[src/rtl/variable_pkg.sv]
// Shared definitions for the particle controller: player encoding,
// sprite size and the shot FSM state type.
package variable_pkg;

    localparam logic PLAYER_1 = 1'b0;
    localparam logic PLAYER_2 = 1'b1;

    localparam int PARTICLE_WIDTH  = 64;
    localparam int PARTICLE_HEIGHT = 64;

    typedef enum logic [1:0] {
        IDLE,
        ARMED,
        FLIGHT,
        IMPACT
    } state_t;

endpackage

[src/rtl/particle_ctl_vblnk_edge.sv]
// vblnk_edge: turns the VGA vertical-blank level into a one-cycle frame
// tick on each rising edge. The tick is registered, so it appears one
// cycle after vblnk is first seen high.
module vblnk_edge (
    input  logic clk60MHz,
    input  logic rst_n,
    input  logic vblnk,
    output logic tick
);

    logic vblnk_prev;

    // Remember last vblnk level and emit a registered rising-edge pulse.
    // NOTE: clocked state uses non-blocking (<=) so every register samples pre-edge values; blocking here would create order-dependent races.
    always_ff @(posedge clk60MHz or negedge rst_n) begin
        if (!rst_n) begin
            vblnk_prev <= 1'b0;
            tick       <= 1'b0;
        end else begin
            vblnk_prev <= vblnk;
            tick       <= vblnk & ~vblnk_prev;
        end
    end

endmodule

[src/rtl/particle_ctl.sv]
// particle_ctl: launches, flies and lands one particle per turn between
// two players. Position advances only on frame ticks; every output is
// registered one cycle after the internal state it reflects.
// Optional feature: define PARTICLE_WIND_EN to add a signed 4-bit wind
// port whose value is added to x on every flight tick.
module particle_ctl
    import variable_pkg::*;
#(
    parameter int START_X1      = 100,
    parameter int START_X2      = 900,
    parameter int START_Y       = 500,
    parameter int GROUND_Y      = 700,
    parameter int SCREEN_W      = 1024,
    parameter int GRAVITY       = 1,
    parameter int IMPACT_FRAMES = 30
) (
    input  logic        clk60MHz,
    input  logic        rst_n,
    input  logic        vblnk,
    input  logic        throw,
    input  logic [6:0]  power,
`ifdef PARTICLE_WIND_EN
    input  logic [3:0]  wind,
`endif
    output logic [11:0] xpos_particle,
    output logic [11:0] ypos_particle,
    output logic        turn,
    output logic        active,
    output logic        done
);

    localparam int CW = $clog2(IMPACT_FRAMES + 1);

    localparam logic signed [12:0] SX1   = 13'(START_X1);
    localparam logic signed [12:0] SX2   = 13'(START_X2);
    localparam logic signed [12:0] SY    = 13'(START_Y);
    localparam logic signed [12:0] GY    = 13'(GROUND_Y);
    localparam logic signed [12:0] X_MAX = 13'(SCREEN_W - PARTICLE_WIDTH);
    localparam logic signed [12:0] GRAV  = 13'(GRAVITY);
    localparam logic [CW-1:0]      CNT_LAST = CW'(IMPACT_FRAMES - 1);

    logic tick;

    state_t state, state_nxt;

    logic signed [12:0] x, y, vx, vy;
    logic signed [12:0] x_nxt, y_nxt, vx_nxt, vy_nxt;
    logic signed [12:0] step_x, step_y;
    logic [CW-1:0]      cnt, cnt_nxt;
    logic               turn_nxt, done_nxt, hit;

    vblnk_edge u_vblnk_edge (
        .clk60MHz (clk60MHz),
        .rst_n    (rst_n),
        .vblnk    (vblnk),
        .tick     (tick)
    );

    // State register plus shot datapath (position, velocity, hold counter, turn).
    always_ff @(posedge clk60MHz or negedge rst_n) begin
        if (!rst_n) begin
            state <= IDLE;
            x     <= SX1;
            y     <= SY;
            vx    <= '0;
            vy    <= '0;
            cnt   <= '0;
            turn  <= PLAYER_1;
            done  <= 1'b0;
        end else begin
            state <= state_nxt;
            x     <= x_nxt;
            y     <= y_nxt;
            vx    <= vx_nxt;
            vy    <= vy_nxt;
            cnt   <= cnt_nxt;
            turn  <= turn_nxt;
            done  <= done_nxt;
        end
    end

    // Next-state and datapath: launch, per-tick trajectory, clamping, impact hold.
    // NOTE: every signal driven here gets a default first, so no path can leave one unassigned and infer a latch.
    always_comb begin
        state_nxt = state;
        x_nxt     = x;
        y_nxt     = y;
        vx_nxt    = vx;
        vy_nxt    = vy;
        cnt_nxt   = cnt;
        turn_nxt  = turn;
        done_nxt  = 1'b0;
        hit       = 1'b0;

        step_x = (turn == PLAYER_1) ? (x + vx) : (x - vx);
`ifdef PARTICLE_WIND_EN
        step_x = step_x + {{9{wind[3]}}, wind};
`endif
        step_y = y + vy;

        case (state)
            IDLE: begin
                x_nxt = (turn == PLAYER_1) ? SX1 : SX2;
                y_nxt = SY;
                if (throw) begin
                    state_nxt = ARMED;
                    vx_nxt    = 13'(power >> 2);
                    vy_nxt    = -13'(power >> 1);
                end
            end

            ARMED: begin
                if (tick) state_nxt = FLIGHT;
            end

            FLIGHT: begin
                if (tick) begin
                    x_nxt  = step_x;
                    y_nxt  = step_y;
                    vy_nxt = vy + GRAV;
                    if (step_x < 13'sd0) begin
                        x_nxt = '0;
                        hit   = 1'b1;
                    end else if (step_x > X_MAX) begin
                        x_nxt = X_MAX;
                        hit   = 1'b1;
                    end
                    if (step_y >= GY) begin
                        y_nxt = GY;
                        hit   = 1'b1;
                    end
                    if (hit) begin
                        state_nxt = IMPACT;
                        cnt_nxt   = '0;
                    end
                end
            end

            IMPACT: begin
                if (tick) begin
                    if (cnt == CNT_LAST) begin
                        state_nxt = IDLE;
                        done_nxt  = 1'b1;
                        turn_nxt  = ~turn;
                        // Preload the next player's launch point so outputs settle a cycle sooner.
                        x_nxt     = (turn == PLAYER_1) ? SX2 : SX1;
                        y_nxt     = SY;
                        cnt_nxt   = '0;
                    end else begin
                        cnt_nxt = cnt + CW'(1);
                    end
                end
            end

            default: state_nxt = IDLE;
        endcase
    end

    // Registered view of the particle: y saturates at 0 and the sprite hides above the screen.
    always_ff @(posedge clk60MHz or negedge rst_n) begin
        if (!rst_n) begin
            xpos_particle <= 12'(START_X1);
            ypos_particle <= 12'(START_Y);
            active        <= 1'b0;
        end else begin
            xpos_particle <= x[11:0];
            ypos_particle <= y[12] ? 12'd0 : y[11:0];
            active        <= (state != IDLE) && !y[12];
        end
    end

endmodule

[config.mk]
export PLATFORM = sky130hd
export DESIGN_NAME = particle_ctl
export DESIGN_NICKNAME = d
export VERILOG_FILES = /design/src/rtl/variable_pkg.sv /design/src/rtl/particle_ctl_vblnk_edge.sv /design/src/rtl/particle_ctl.sv
export SDC_FILE = /design/constraint.sdc
export NUM_CORES = 1
export LEC_CHECK = 0
export CAP_MARGIN = 20
export CORE_ASPECT_RATIO = 0.7
export CORE_MARGIN = 3
export CORE_UTILIZATION = 59
export CTS_CLUSTER_DIAMETER = 80
export DETAILED_ROUTE_END_ITERATION = 10
export PLACE_DENSITY = 0.81
export SLEW_MARGIN = 40
export SYNTH_ARGS = -nofsm -noshare
export SYNTH_HDL_FRONTEND = slang
export SYNTH_SLANG_ARGS = --single-unit
export TNS_END_PERCENT = 100
[constraint.sdc]
create_clock -name clk60MHz -period 5.1 [get_ports clk60MHz]
set_input_delay 1.02 -clock clk60MHz [delete_from_list [all_inputs] [get_ports clk60MHz]]
set_output_delay 1.02 -clock clk60MHz [all_outputs]
set_load 0.01 [all_outputs]
### Yosys cells after proc, flatten, opt, wreduce, memory -nomap -nowiden

Index checks and enable logic that the tools add are counted.

* register bits: 80
* output and inout bits: 27
* memories: 0
* bits in writable memories: 0
* bits in latches: 0
* input port bits: 11
* ROM bits: 0
* word-level logic and storage cells: 86

* multiplexer cells: 38
* reductions and logical operators: 13
* order comparisons: 3
* equal/unequal tests: 10
* add/subtract/negate cells: 6
* multipliers: 0
* bitwise gates (word level): 3
* divide/modulo/power cells: 0
* shift operators: 0

Operators with widths (count)
* 13-bit 2-to-1 mux: 12
* 13-bit case mux with 3 select lines: 2
* 13-bit case mux with 2 select lines: 1
* 10-bit 2-to-1 mux: 2
* 5-bit 2-to-1 mux: 4
* 13-bit adder: 1
* 13-bit by 2-bit adder with 13-bit output (second input constant): 1
* 13-bit by 6-bit adder with 13-bit output: 1
* 13-bit by 11-bit greater-or-equal comparator with 1-bit output (second input constant): 1
* 13-bit by 11-bit greater-than comparator with 1-bit output (second input constant): 1
* 13-bit by 1-bit < comparator with 1-bit output (second input constant): 1
* 6-bit negator with 13-bit output: 1
* 13-bit by 6-bit subtractor with 13-bit output: 1
* 12-bit 2-to-1 mux: 1
* 2-bit 2-to-1 mux: 6
* 5-bit case mux with 2 select lines: 1
* 1-bit 2-to-1 mux: 8
* 2-bit case mux with 4 select lines: 1
* 4-bit AND reduction: 2
* 2-bit by 1-bit inequality test with 1-bit output (second input constant): 3
* 2-bit inequality test (second input constant): 3
* 3-bit AND reduction: 2
* 6-bit AND reduction: 1
* 2-bit nonzero test: 3
* 11 further kinds: 13

### Logic depth before layout (Yosys ltp)

Gate-level depths: netlist of the first run.

* depth after elaboration: 11
* depth in mapped cells: 16
* gate-level depth less buffers: 15

### Hierarchy

Synthesis of the first run repeated with hierarchy kept, for this count alone.

* cells, all modules: 510
* area total of the unflattened synthesis: 4888.4 µm²

Modules (own cells, without submodules)
* particle_ctl: seq. area each 1949.4 µm², area each 4824.6 µm², times used 1, cells each 507
* vblnk_edge: seq. area each 50.0 µm², area each 63.8 µm², times used 1, cells each 3

### Worst setup path after synthesis of the first run

Ideal clock, no wire load.

* path kind: reg2reg
* from: register vx[0]
* to: register cnt[0]
* setup time: 0.125 ns
* data required time: 4.975 ns
* path slack: 1.346 ns
* path buffers: 1
* clock period less this slack: 3.754 ns
* cell stages (with the launch flop): 17
* arrival: 3.629 ns
* path through: dfrtp_1 -> inv_1 -> ha_1 -> and2_1 -> ha_1 -> or2_2 -> ha_1 -> buf_2 -> and4_1 -> nor2b_1 -> o31a_1 -> a2111oi_1 -> xor2_1 -> or4b_4 -> nand2_2 -> o221ai_4 -> mux2_4

* cells in the longest elaborated chain, start to end: 10
* elaborated cells on any way between the ends: 12
* classes of those cells: add/sub: 2; order compare: 2; eq/ne: 1; mux: 6; reduce/logical: 1

Ends and longest elaborated chain
* from (decl): line particle_ctl.sv:46 `logic signed [12:0] x, y, vx, vy;`
* from (signal assigned): line particle_ctl.sv:74 `vx <= vx_nxt;`
* 13-bit by 6-bit adder with 13-bit output / 13-bit by 6-bit subtractor with 13-bit output (equally long branches): line particle_ctl.sv:95 `step_x = (turn == PLAYER_1) ? (x + vx) : (x - vx);`
* 13-bit 2-to-1 mux *: line particle_ctl.sv:95
* 13-bit by 11-bit greater-than comparator with 1-bit output: line particle_ctl.sv:124 `end else if (step_x > X_MAX) begin`
* 1-bit 2-to-1 mux: line particle_ctl.sv:124
* 1-bit 2-to-1 mux *: line particle_ctl.sv:121 `if (step_x < 13'sd0) begin`
* 1-bit 2-to-1 mux *: line particle_ctl.sv:128 `if (step_y >= GY) begin`
* 1-bit 2-to-1 mux *: line particle_ctl.sv:117 `if (tick) begin`
* 1-bit 2-to-1 mux *: line particle_ctl.sv:101 `case (state)`
* 2-bit inequality test (no source line) *
* 4-bit AND reduction (no source line) *
* to (signal assigned): line particle_ctl.sv:76 `cnt <= cnt_nxt;`
* to (decl): line particle_ctl.sv:49 `logic [CW-1:0] cnt, cnt_nxt;`

Mark *: on every way between the ends. The rest lies on a longest branch, timed or not. The select of a mux whose other input is x is not followed.
A chain may end at the register's enable or synchronous reset.

### Worst setup path after layout of the first run

* from: register vx[0]
* to: register cnt[1]

Same word-level chain as after synthesis.

==> impl_metrics.py, run 1 <==
metrics = {
    "critical_path": {
        "cp-start-kind": "flop",
        "r2r_slack_ns": 0.95,
        "reg2reg_to": "cnt[1]",
        "rr_startpoint": "vx[0]",
        "cp_common_cell": "ha_1",
        "worst_setup_path_end_kind": "flop",
        "crit_type": "flop to flop",
        "worstPathArrival_ns": 4.36,
        "required_ns": 5.32,
        "worst_path_largest_cell_delay_ns": 0.59,
        "cp_slowest_cell": "or4b_4",
        "r2r_cells": 15,
        "crit_path_max_fanout": 7,
        "crit_chain": "inv_1 -> ha_1 -> and2_1 -> ha_1 -> or2_2 -> ha_1 -> and4_1 -> nor2b_1 -> o31a_1 -> a2111oi_1 -> xor2_1 -> or4b_4 -> nand2_2 -> o221ai_4 -> mux2_4",
    },
    "die": {
        "ioPinCount": 38,
        "dieArea_um2": 9320,
        "die_x_um": 114,
        "die_h_um": 81.7,
        "coreArea_um2": 7610,
        "num_rows": 26,
        "start_util_pct": 63.4,
    },
    "logic_synthesis": {
        "synth_top_area_share_pct": 31.6,
        "synth-edff-count": 0,
        "synth_area_um2": 4830,
        "synth_seq_area_share_pct": 41.4,
        "synthTopCellsByArea": "dfrtp_1 32%, dfstp_2 9.8%, ha_1 9.6%",
        "post-synth-top-area-cell": "dfrtp_1",
        "synthFlopType": "dfrtp_1",
        "synthDistinctLibCells": 66,
        "ys_async_sr_fraction_pct": 100,
        "ys_ff_latch": 79,
        "syn_inst": 497,
        "syn_avg_cell_area_um2": 9.71,
        "syn_nets": 547,
        "yosys_warnings": 0,
    },
    "clocking": {
        "clock-sinks": 79,
        "clk_latency_ns": 0.34,
        "cts-resized-gates": 0,
        "cts.clk_slew.worst_paths_ns": 0.06,
        "cts_tree": "built",
        "ctsHoldBuffers": 0,
        "clk_path_buf_depth": 2,
        "cts_buffers": 9,
        "cts-htree-levels": 3,
        "cts_root_buf": "clkbuf_16",
        "postCtsSetupBuffers": 0,
    },
    "routing": {
        "drt-pass1-iter-count": 7,
        "wl_per_cell_um": 18.7,
        "ant_nets": 0,
        "drc": 0,
        "first_iter_violations": 404,
        "viasPerCell": 6.33,
        "num_vias": 4026,
        "wl_um": 11900,
    },
    "worst_hold_path": {
        "min-delay-start": "x[6]",
        "whs_path_depth": 0,
        "hold_end": "xpos_particle[6]",
        "min_path_type": "flop to flop",
    },
    "placed_design": {
        "port_buffers": 36,
        "placed_cell_area_um2": 5280,
        "hpwlAfterDp_um": 8630,
        "gp_congestion": 0.920,
        "pre_cts_slack_ns": 1.03,
    },
    "timing": {
        "slew_headroom_pct": 47.0,
        "rsz0062_at_grt": "false",
        "slew_violations": 0,
        "worst_slack_ns": 0.953,
        "finalCriticalPeriod_ns": 4.15,
        "tns_ns": 0,
        "clock_skew_ns": 0.00662,
        "max_freq_mhz": 241,
        "setup_viol": 0,
        "worst_slew_pin_slew_ns": 0.786,
        "period_share_pct": 81.3,
        "hold_viol": 0,
    },
    "finish": {
        "n_antenna_cell": 0,
        "nFillCells": 565,
        "design_area_um2": 5630,
        "nets": 583,
        "final_core_util_pct": 73.9,
        "area_growth_pct": 16.6,
        "drive_gt1_share_pct": 11.9,
    },
    "global_routing": {
        "track_usage_pct": 27.4,
        "grt_overflow": 0,
        "grt_pass1_vias": 3876,
        "grt_max_degree": 80,
        "grt_pass1_wl_um": 19700,
        "antenna_found_initial": 0,
    },
    "outcome": {
        "status": "completed",
    },
    "job": {
        "cap_violations": 0,
    },
}
==> layout by cell type (no fill, tap or decap), types with 4 or more instances in the layout <==
cell type        Yosys  final
xor2_1              10     10
dfstp_2             18     18
clkdlybuf4s50_1      0     35
mux2_2               6      6
clkbuf_16            0      9
nor2_1              34     34
xnor2_1             15     15
mux2i_1              7      7
or2_2                6      6
dfrtp_1             61     61
ha_1                37     37
and2_1               5      5
o22ai_1              8      8
nand4_1              7      7
a21oi_1             37     37
nand2b_1             4      4
and3_1               9      9
a31oi_1              7      7
nor3_1              10     10
nand3_1             15     15
a21o_1               8      8
o21a_1               5      5
inv_1               23     23
o21ai_0             44     44
a22o_1               5      5
nand2_1             28     28
nor2b_1             20     20
==> how the worst max path moves through the flow <==
stage / from / to / cells past startpoint
2_1_floorplan: vx[0] / cnt[0] / 16
3_3_place_gp: vx[0] / cnt[1] / 15
3_5_place_dp: vx[0] / cnt[0] / 15
4_1_cts: vx[0] / cnt[1] / 15
5_1_grt: vx[0] / cnt[1] / 15
6_report: vx[0] / cnt[1] / 15
==> metal layers <==
layer	vias up	GRT usage, %	share of wire (%)
met1	1939	39.8	46
met3	16	6.11	9.3
met4	0	7.95	1.4
met2	184	41.4	43
met5	-	0	0
li1	1887	-	-
==> critical path: cells and delay by family, from the launching register on <==
| kind | cells | cell delay [ns] |
|---|---|---|
| adders and majority gates | 3 | 0.77 |
| DFF | 1 | 0.40 |
| buffers and inverters | 1 | 0.09 |
| xor gates and xnor gates | 1 | 0.18 |
| muxes | 1 | 0.33 |
| and+or+nand+nor | 6 | 1.53 |
| AOI/OAI and AO/OA | 3 | 0.74 |
==> registers in the layout, summed over array words and instances, names as in the netlist <==
signal and count:
ypos_particle 12, vx 5, u_vblnk_edge.vblnk_prev 1, x 12, done 1, turn 1, vy 13, cnt 5
active 1, y 13, state 2, xpos_particle 12, u_vblnk_edge.tick 1
==> logic make-up (layout without fill, tap and decap cells) <==
logic type      count (synthesis)  in the layout  share of synthesized area (%)
flops                          79             79                           41.4
fa+ha+maj                      39             39                           10.4
simple gates                  149            149                           15.7
mux                            15             15                           3.47
buf+inv                        37             78                           2.90
compound gates                153            153                           21.5
xor+xnor                       25             25                           4.54
==> area by class of cell <==
class	instances	area (µm²)	area share (%)
Sequential cell	79	2000	35.5
Clock inverter	6	108	1.91
Timing Repair Buffer	39	384	6.83
Clock buffer	10	239	4.25
Tap cell	98	123	2.18
Inverter	23	86.3	1.53
Multi-Input combinational cell	381	2690	47.8
==> stage by stage <==
stage	instances	hold slack [ns]
finish	636	0.389
global route	636	0.396
CTS	636	0.388
detailed placement	620	0.380
global placement	620	0.376
floorplan	497	0.354
==> cells in the mapped netlist, types with 6 or more instances <==
library cell  instances
o21ai_0              44
xnor2_1              15
nand4_1               7
and3_1                9
mux2i_1               7
nand2_1              28
o22ai_1               8
a31oi_1               7
nor2_1               34
mux2_2                6
or2_2                 6
clkbuf_1             13
inv_1                23
dfstp_2              18
dfrtp_1              61
nor3_1               10
nand3_1              15
ha_1                 37
a21oi_1              37
a21o_1                8
nor2b_1              20
xor2_1               10
Power of run 1 is left out: the tool's default activity adds up to more than one toggle a clock period on the data nets, which glitch-free logic cannot reach.
==> inputs of run 2 (changes only) <==
Clock period 5.1 ns to 4.3 ns, I/O delays scaled along.
==> run 2 against run 1 <==
Via count decreased by 1.9%. Register-to-register slack got worse by 0.65 ns. Cell count up 0.31%. Global-route usage is 1.3 points lower. Critical path depth decreased by 1. Worst hold slack lost 0.0033 ns. Core utilization up 0.38 points. Flip-flop and latch count unchanged. Die area stayed put. Critical path type unchanged.
==> impl_metrics.py, run 2 (synthesis results as in run 1) <==
metrics = {
    "outcome": {
        "status": "completed",
    },
    "placed_design": {
        "pre_cts_slack_ns": 0.259,
        "gp_congestion": 0.942,
        "placed_cell_area_um2": 5290,
        "hpwlAfterDp_um": 8410,
        "dp_cells": 622,
        "port_buffers": 36,
    },
    "global_routing": {
        "track_usage_pct": 26.1,
        "grt_overflow": 0,
        "grt_max_degree": 80,
        "grt_pass1_wl_um": 18700,
        "antenna_found_initial": 0,
        "grt_pass1_vias": 3730,
    },
    "finish": {
        "design_area_um2": 5650,
        "finalNonFillerCells": 638,
        "final_core_util_pct": 74.3,
        "layout_common_cells": "61 x dfrtp_1, 44 x o21ai_0, 37 x a21oi_1, 37 x ha_1, 35 x clkdlybuf4s50_1",
        "top_regs": "vy x13, y x13",
        "nets": 585,
        "layout_commonest_cell": "dfrtp_1",
        "n_antenna_cell": 0,
        "area_growth_pct": 17.2,
        "drive_gt1_share_pct": 12.2,
        "nFillCells": 550,
    },
    "critical_path": {
        "worstPathArrival_ns": 4.22,
        "crit_path_max_fanout": 5,
        "crit_type": "flop to flop",
        "cp-start-kind": "flop",
        "r2r_slack_ns": 0.30,
        "required_ns": 4.52,
        "worst_path_largest_cell_delay_ns": 0.58,
        "worst_setup_path_end_kind": "flop",
        "cp_slowest_cell": "or4b_4",
        "crit_chain": "inv_1 -> ha_1 -> mux2_2 -> inv_1 -> ha_1 -> nor2b_1 -> o311a_1 -> o31a_1 -> a2111oi_2 -> xor2_1 -> or4b_4 -> nand2_2 -> o221ai_4 -> mux2_4",
    },
    "clocking": {
        "clk_path_buf_depth": 2,
        "clock-sinks": 79,
        "cts_tree": "built",
        "cts_root_buf": "clkbuf_16",
        "postCtsSetupBuffers": 0,
        "cts_buffers": 9,
        "clk_latency_ns": 0.34,
        "cts-htree-levels": 3,
        "cts.clk_slew.worst_paths_ns": 0.05,
    },
    "die": {
        "die_h_um": 81.7,
        "num_rows": 26,
        "start_util_pct": 63.4,
        "ioPinCount": 38,
        "coreArea_um2": 7610,
        "die_x_um": 114,
        "dieArea_um2": 9320,
    },
    "timing": {
        "worst_slew_pin_slew_ns": 0.771,
        "period_share_pct": 93.0,
        "finalCriticalPeriod_ns": 4.00,
        "clock_skew_ns": 0.00610,
        "slew_violations": 0,
        "hold_slack_ns": 0.385,
        "max_freq_mhz": 250,
        "rsz0062_at_grt": "false",
        "slew_headroom_pct": 48.0,
        "tns_ns": 0,
        "setup_viol": 0,
        "worst_slack_ns": 0.302,
        "hold_viol": 0,
    },
    "routing": {
        "route.met2.wl_um": 4690,
        "drc": 0,
        "num_vias": 3950,
        "viasPerCell": 6.19,
        "wl_um": 11400,
        "drt-pass1-iter-count": 4,
        "top_layer": "met4",
        "wl_per_cell_um": 17.8,
        "ant_nets": 0,
        "wl_met3_um": 930,
        "met1Wirelength_um": 5580,
        "first_iter_violations": 272,
    },
    "power": {
        "powerDensity_nw_per_um2": 960,
        "power_leakage_nw": 2.53,
        "power_mw": 5.43,
        "irDropWorstVdd_mv": 0.463,
    },
    "job": {
        "cap_violations": 0,
    },
    "worst_hold_path": {
        "min_path_type": "flop to flop",
    },
}
run 2: changes by cell type in the layout (fill, tap and decap cells not counted):
cell,delta
a2111oi_1,-1
a2111oi_2,+1
buf_4,+2
clkbuf_1,+2
clkbuf_8,+1
clkinv_2,-2
clkinvlp_4,-1
nor3_1,-1
nor3_2,+1
run 2: final cells by class:
class	instances	area, µm²	share of cell area, %
Clock buffer	13	260	4.60
Tap cell	98	123	2.17
Sequential cell	79	2000	35.4
Clock inverter	3	90.1	1.59
Timing Repair Buffer	41	399	7.06
Multi-Input combinational cell	381	2700	47.7
Inverter	23	86.3	1.53
run 2: power breakdown:
group	internal (mW)	switching (mW)
registers	1.06	0.269
logic	1.35	1.88
clock network	0.599	0.275
run 2: layer usage:
metal | track usage (%) | vias up
met5 | 0 | -
met4 | 7.83 | 0
met3 | 6.92 | 16
met2 | 37.6 | 156
met1 | 38.6 | 1871
li1 | - | 1907
run 2: final timing paths:
path,from,end,depth (start not counted)
worst max-delay path,vx[0],cnt[1],14
worst min-delay path,x[6],xpos_particle[6],0
worst max register to register,vx[0],cnt[1],14
worst min register to register,x[6],xpos_particle[6],0
max in group asynchronous,rst_n,vy[1],1
min in group asynchronous,rst_n,x[10],1
run 2: critical path, delay by kind of cell (launching register included):
kind	cells	cell delay (ns)
AOI/OAI and AO/OA	4	1.11
xor gates and xnor gates	1	0.16
adders and majority gates	2	0.52
buffers and inverters	2	0.18
DFF	1	0.43
muxes	2	0.63
and+or+nand+nor	3	0.86
run 2: what timing repair did:
action | CTS | global route
gates resized for setup | 0 | 1
endpoints found under the setup margin | 0 | 2
hold buffers | 0 | 0
Power figures use the tool's default switching activity.
